## config.mk

```make
export PLATFORM = sky130hd
export DESIGN_NAME = encoder_3bit_seq
export DESIGN_NICKNAME = d
export VERILOG_FILES = /design/src/rtl/encoder_3bit_seq_pkg.sv /design/src/rtl/encoder_3bit_seq_prio.sv /design/src/rtl/encoder_3bit_seq.sv
export SDC_FILE = /design/constraint.sdc
export NUM_CORES = 1
export LEC_CHECK = 0
export BUFFER_PORTS_ARGS = -buffer_cell sky130_fd_sc_hd__buf_2
export CORE_MARGIN = 2
export CORE_UTILIZATION = 43
export CTS_CLUSTER_DIAMETER = 200
export CTS_CLUSTER_SIZE = 40
export DETAILED_ROUTE_END_ITERATION = 10
export PLACE_DENSITY = 0.73
export REMOVE_ABC_BUFFERS = 1
export SLEW_MARGIN = 20
export SYNTH_ARGS = -nofsm -noshare
export SYNTH_HDL_FRONTEND = slang
export SYNTH_SLANG_ARGS = --single-unit
```

## constraint.sdc

```tcl
create_clock -name clk -period 4.41 [get_ports clk]
set_input_delay 0.441 -clock clk [delete_from_list [all_inputs] [get_ports clk]]
set_output_delay 0.441 -clock clk [all_outputs]
set_load 0.01 [all_outputs]
```

## src/rtl/encoder_3bit_seq_pkg.sv

```systemverilog
// encoder_3bit_seq_pkg: shared constants, types and helpers for the sequential 8-to-3 encoder
package encoder_3bit_seq_pkg;
  localparam int N_REQ = 8;
  localparam int CODE_W = $clog2(N_REQ);
  typedef enum logic {IDLE, HOLD} state_t;
  typedef logic [CODE_W-1:0] code_t;
  function automatic logic [N_REQ-1:0] onehot(input code_t c);
    logic [N_REQ-1:0] o;
    o = '0;
    o[c] = 1'b1;
    return o;
  endfunction
endpackage

```

## src/rtl/encoder_3bit_seq_prio.sv

```systemverilog
// prio_enc8: combinational 8-bit priority encoder, highest set index wins
module prio_enc8
  import encoder_3bit_seq_pkg::*;
(
  input  logic [N_REQ-1:0] v,
  output code_t            idx,
  output logic             any
);
  // scan upward so the highest set bit is the last one written
  always_comb begin
    idx = '0;
    for (int i = 0; i < N_REQ; i++) if (v[i]) idx = CODE_W'(i);
    any = |v;
  end
endmodule

```

## src/rtl/encoder_3bit_seq.sv

```systemverilog
// encoder_3bit_seq: pending-set 8-to-3 priority encoder with valid/ready output; ONEHOT_CHECK_EN adds a sticky multi-hot err flag
module encoder_3bit_seq
  import encoder_3bit_seq_pkg::*;
(
  input  logic             clk,
  input  logic             rst_n,
  input  logic [N_REQ-1:0] in_req,
  output logic             out_valid,
  input  logic             out_ready,
  output code_t            out_code,
  output logic [N_REQ-1:0] pend,
  output logic             err
);
  state_t           state;
  logic [N_REQ-1:0] m;
  code_t            sel;
  logic             any;
  logic             fire;
  assign m = pend | in_req;
  assign fire = (state == IDLE) || out_ready;
  prio_enc8 u_prio (
    .v  (m),
    .idx(sel),
    .any(any)
  );
  // load a new code whenever the output slot is free or being handed off; otherwise keep merging requests
  always_ff @(posedge clk or negedge rst_n) begin
    if (!rst_n) begin
      state <= IDLE;
      pend <= '0;
      out_valid <= 1'b0;
      out_code <= '0;
    end else if (fire) begin
      if (any) begin
        out_code <= sel;
        pend <= m & ~onehot(sel);
        out_valid <= 1'b1;
        state <= HOLD;
      end else begin
        pend <= '0;
        out_valid <= 1'b0;
        state <= IDLE;
      end
    end else begin
      pend <= m;
    end
  end
`ifdef ONEHOT_CHECK_EN
  // sticky flag raised after any cycle with more than one request strobe
  always_ff @(posedge clk or negedge rst_n) begin
    if (!rst_n) err <= 1'b0;
    else if ((in_req & (in_req - 1'b1)) != '0) err <= 1'b1;
  end
`else
  assign err = 1'b0;
`endif
endmodule

```

Yosys cells after proc, flatten, opt, wreduce, memory -nomap -nowiden
Index checks and enable logic that the tools add are counted.
- memories: 0
- input bits: 11
- flip-flop bits (word level): 12
- bits in latches: 0
- word-level logic and storage cells: 25
- memory bits (read-only): 0
- RAM bits: 0
- divide/modulo/power cells: 0
- multiplexer cells: 12
- multiply operators: 0
- bitwise gates (word level): 4
- add/subtract/negate cells: 0
- reduce and logical (&&, ||, !) cells: 4
- $lt $le $gt $ge: 2
- equality and inequality tests: 0
- shift-type cells: 0
- operators by type and width (cell ; number):
    two-way mux 8 bit ; 2
    two-way mux 3 bit ; 4
    bitwise AND 8 bit ; 1
    inverter 8 bit ; 1
    OR 8 bit ; 1
    OR reduction 8 bit ; 1
    less-than comparator 3 x 4 -> 1 bit, second input constant ; 1
    two-way mux 2 bit ; 2
    demux 1 bit (select 3 bit) ; 1
    >= comparator 3 x 1 -> 1 bit, second input constant ; 1
    two-way mux 1 bit ; 3
    AND reduction 2 bit ; 1
    logical AND 1 bit ; 1
    logical OR 1 bit ; 1
    inverter 1 bit ; 1

Logic depth before layout (Yosys ltp)
- depth after elaboration: 16
- mapped depth: 4

By module
Synthesis repeated with hierarchy kept, for this count alone.
- cells, all modules: 65
- area, all modules: 615.6 um^2
- by module, submodules not included (module ; sequential area each (um^2) ; cells an instance ; times used ; area each (um^2)):
    encoder_3bit_seq ; 300.3 ; 53 ; 1 ; 549.3
    prio_enc8 ; 0.0 ; 12 ; 1 ; 66.3

Worst setup path after synthesis
OpenSTA, ideal clock, no wires.
- path kind: input to register
- start point: input in_req[3]
- end point: register out_code[0]
- setup slack: 2.938 ns
- data arrival time: 1.347 ns
- buffers on the path: 0
- cell stages on the path: 4
- required time: 4.285 ns
- path through: nor4_2 -> nand2_2 -> o21ai_4 -> mux2_4
- cells in the longest elaborated chain, start to end: 6
- elaborated cells between the ends (all ways): 8
- RTL lines (what ; line ; text):
    from (decl) ; encoder_3bit_seq.sv:7 ; input logic [N_REQ-1:0] in_req,
    OR 8 bit * ; encoder_3bit_seq.sv:19 ; assign m = pend | in_req;
    two-way mux 2 bit ; encoder_3bit_seq_prio.sv:12 ; for (int i = 0; i < N_REQ; i++) if (v[i]) idx = CODE_W'(i);
    two-way mux 3 bit (4 in a row) ; encoder_3bit_seq_prio.sv:12 ;
    to (signal assigned) ; encoder_3bit_seq.sv:35 ; out_code <= sel;
    to (decl) ; encoder_3bit_seq.sv:10 ; output code_t out_code,
Mark *: on every way between the ends. The rest lies on a longest branch, timed or not.
A chain may end at the register's enable or synchronous reset.

Worst setup path in the final report
- start point: register pend[3]
- end point: register out_code[0]
- cells in the longest elaborated chain, start to end: 6
- elaborated cells between the ends (all ways): 8
- RTL lines (what ; line ; text):
    from (decl) ; encoder_3bit_seq.sv:11 ; output logic [N_REQ-1:0] pend,
    from (signal assigned) ; encoder_3bit_seq.sv:36 ; pend <= m & ~onehot(sel);
    from (signal assigned) ; encoder_3bit_seq.sv:45 ; pend <= m;
    OR 8 bit * ; encoder_3bit_seq.sv:19 ;
    two-way mux 2 bit ; encoder_3bit_seq_prio.sv:12 ;
    two-way mux 3 bit (4 in a row) ; encoder_3bit_seq_prio.sv:12 ;
Marks and branches as above.

==> impl_metrics.env <==
export IMPL_critPathKind="flop to flop"
export IMPL_async_reset_ff_share_pct=100.0
export IMPL_final_area_um2=728.2
export IMPL_syn2layout_area_growth_pct=27.63
export IMPL_antenna_cells=0
export IMPL_cts_buffers=3
export IMPL_netlist_area_um2=570.5
export IMPL_root_buffer="clkbuf_4"
export IMPL_pre_cts_slack_ps=2766
export IMPL_slew_violations=0
export IMPL_setup_ws_ps=2890
export IMPL_wl_um=1128
export IMPL_final_seq_area_um2=300.3
export IMPL_routabilityCongestion=0.7252
export IMPL_yosysWarningCount=0
export IMPL_vdd_drop_max_mv=0.2028
export IMPL_placed_area_um2=691.9
export IMPL_yosys_top_cells_count="dfrtp_1 (12), nor2_1 (7), a21oi_1 (3), nand2_1 (3)"
export IMPL_critPathRequiredTime_ps=4570
export IMPL_fin_crit_ps=1520
export IMPL_yosysSeqAreaShare_pct=52.63
export IMPL_crit_path_start_kind="flop"
export IMPL_internal_power_w=0.0001753
export IMPL_synthCells=49
export IMPL_synth_most_common_cell="dfrtp_1"
export IMPL_track_usage_pct=18.22
export IMPL_synth_area_leaders="dfrtp_1 (53%), nor2_1 (4.6%), nor4_2 (4.4%), nor2_4 (3.9%), nand4_4 (3.7%)"
export IMPL_drt_iter0_markers=9
export IMPL_hold_viol=0
export IMPL_hpwlAfterDp_um=832.7
export IMPL_cellLeakagePower_nw=0.2890
export IMPL_cts_resized=0
export IMPL_p_comb_share_pct=11.2
export IMPL_clock_skew_ps=6.718
export IMPL_grt_max_degree=13
export IMPL_setup_tns_ps=0
export IMPL_worst_path_dominant_cell_family="simple AND/OR/NAND/NOR gates"
export IMPL_nFillCells=115
export IMPL_grt_pass1_wl_um=1869
export IMPL_swShare_pct=22.78
export IMPL_crit_fanout=3
export IMPL_multi_input_area_um2=259.0
export IMPL_cp_num_buf_inv=0
export IMPL_die_x_um=40.43
export IMPL_synth_enable_flop_cells=0
export IMPL_coreArea_um2=1269
export IMPL_clk_transition_reported_paths_ps=70
export IMPL_grt_setup_unrepaired="false"
export IMPL_outcome="completed"
export IMPL_clkSinkCount=12
export IMPL_fin_util_pct=57.40
export IMPL_cp_slowest_stage_delay_ps=400
export IMPL_power_frac_clock_pct=37.3
export IMPL_crit_path_start="pend[3]"
export IMPL_cts_max_path_buffers=2
export IMPL_crit_path_end_kind="flop"
export IMPL_die_h_um=40.43
export IMPL_arrival_ps=1680
export IMPL_grt_pass1_vias=430
export IMPL_hold_path_class="primary input to asynchronous set/reset pin"
export IMPL_clock_latency_ps=270
export IMPL_path_cells="nor4_2 > nand2_2 > o21ai_4 > mux2_4"
export IMPL_dr_total_vias=477
export IMPL_start_util_pct=44.97
export IMPL_cts_setup_buffers=0
export IMPL_period_share_pct=34.46
export IMPL_synth_seq_cells=12
export IMPL_p_seq_share_pct=51.5
export IMPL_route_detailed_drc=0
export IMPL_finalSetupViolCount=0
export IMPL_synth_top_area_share_pct=52.63
export IMPL_antenna_found_initial=0
export IMPL_synth_area_leader_cell="dfrtp_1"
export IMPL_max_cap_violations=0
export IMPL_htree_levels=1
export IMPL_r2r_slack_ps=2890
export IMPL_vias_per_cell=5.360
export IMPL_cts_tree="yes"
export IMPL_ant_nets=0
export IMPL_fp_dieArea_um2=1634
export IMPL_p_per_area_nw_per_um2=311.7
export IMPL_switchingPower_w=0.00005169
export IMPL_drive_gt1_share_pct=48.65
export IMPL_yosys_most_used_dff="dfrtp_1"
export IMPL_fmax_mhz=658.1
export IMPL_synth_avg_cell_area_um2=11.64
export IMPL_grt_overflow=0
export IMPL_ys_types=24
export IMPL_reg2reg_from="pend[3]"
export IMPL_pin_count=24
export IMPL_firstDrtPassIters=4
export IMPL_crit_path_top_delay_cell="dfrtp_1"
export IMPL_rows=13
export IMPL_io_buffers=22
export IMPL_nets=86
export IMPL_postCtsHoldBufs=0
export IMPL_wl_per_cell_um=12.67
## worst reg2reg max path, cell delays in order (launching register included)
cell and delay (ps):
dfrtp_1 400, nor4_2 390, nand2_2 140, o21ai_4 170, mux2_4 310
## per-stage QoR
step	power, W	hold WS (ps)	cells
global route	0.0002399	26.99	89
CTS	0.0002298	33.91	89
floorplan	0.0001312	145.4	48
global placement	0.0001445	328.4	85
detailed placement	0.0001449	330.1	85
finish	0.0002270	26.28	89
## final timing paths
kind / endpoint / cells past startpoint
setup / recovery: out_code[0] / 4
setup reg to reg: out_code[0] / 4
min in group clk: out_valid / 3
max in group asynchronous: pend[4] / 1
hold / removal: pend[6] / 1
hold reg to reg: out_code[2] / 1
## power groups by stage
stage	logic (W)	clock network, W	registers (W)
after detailed placement	0.0000259	0	0.000119
final	0.0000255	0.0000847	0.000117
after global placement	0.0000256	0	0.000119
after global routing	0.0000287	0.0000936	0.000118
after CTS	0.0000258	0.0000871	0.000117
after floorplan	0.0000103	0	0.000121
## registers in the layout, indices dropped and copies added (netlist names)
signal / cells
pend: 8
out_code: 3
out_valid: 1
## per-layer routing
metal | vias up | global-route usage (%) | part of all wire (%)
li1 | 229 | - | -
met5 | - | 0 | 0
met3 | 2 | 10.00 | 8.1
met2 | 23 | 28.97 | 52
met1 | 223 | 21.31 | 39
met4 | 0 | 4.167 | 1.3
## logic make-up (layout without fill, tap and decap cells)
logic type | Yosys count | after routing | share of synthesized area (%)
buf+inv | 2 | 27 | 1.974
flops | 12 | 12 | 52.63
simple gates | 20 | 20 | 24.12
mux | 1 | 1 | 2.631
other cells | 1 | 1 | 0.6573
compound gates | 13 | 13 | 17.98
## cell usage in the layout, fill, tap and decap left out, types with 2 or more instances in the layout
master,synthesis,final
nor4_2,2,2
buf_2,0,22
nor2_4,2,2
o31ai_1,2,2
a21oi_1,3,3
nor2_1,7,7
dfrtp_1,12,12
clkbuf_4,0,3
nand2_1,3,3
nor2_2,2,2
## cell type report
type | count | area share [%]
multi-input cells | 35 | 35.57
well taps | 15 | 2.577
inverters | 1 | 0.5155
repair buffers | 22 | 15.12
clock buffers | 4 | 4.983
flip-flops and latches | 12 | 41.24
No activity file was read; power rests on OpenSTA's default activity.
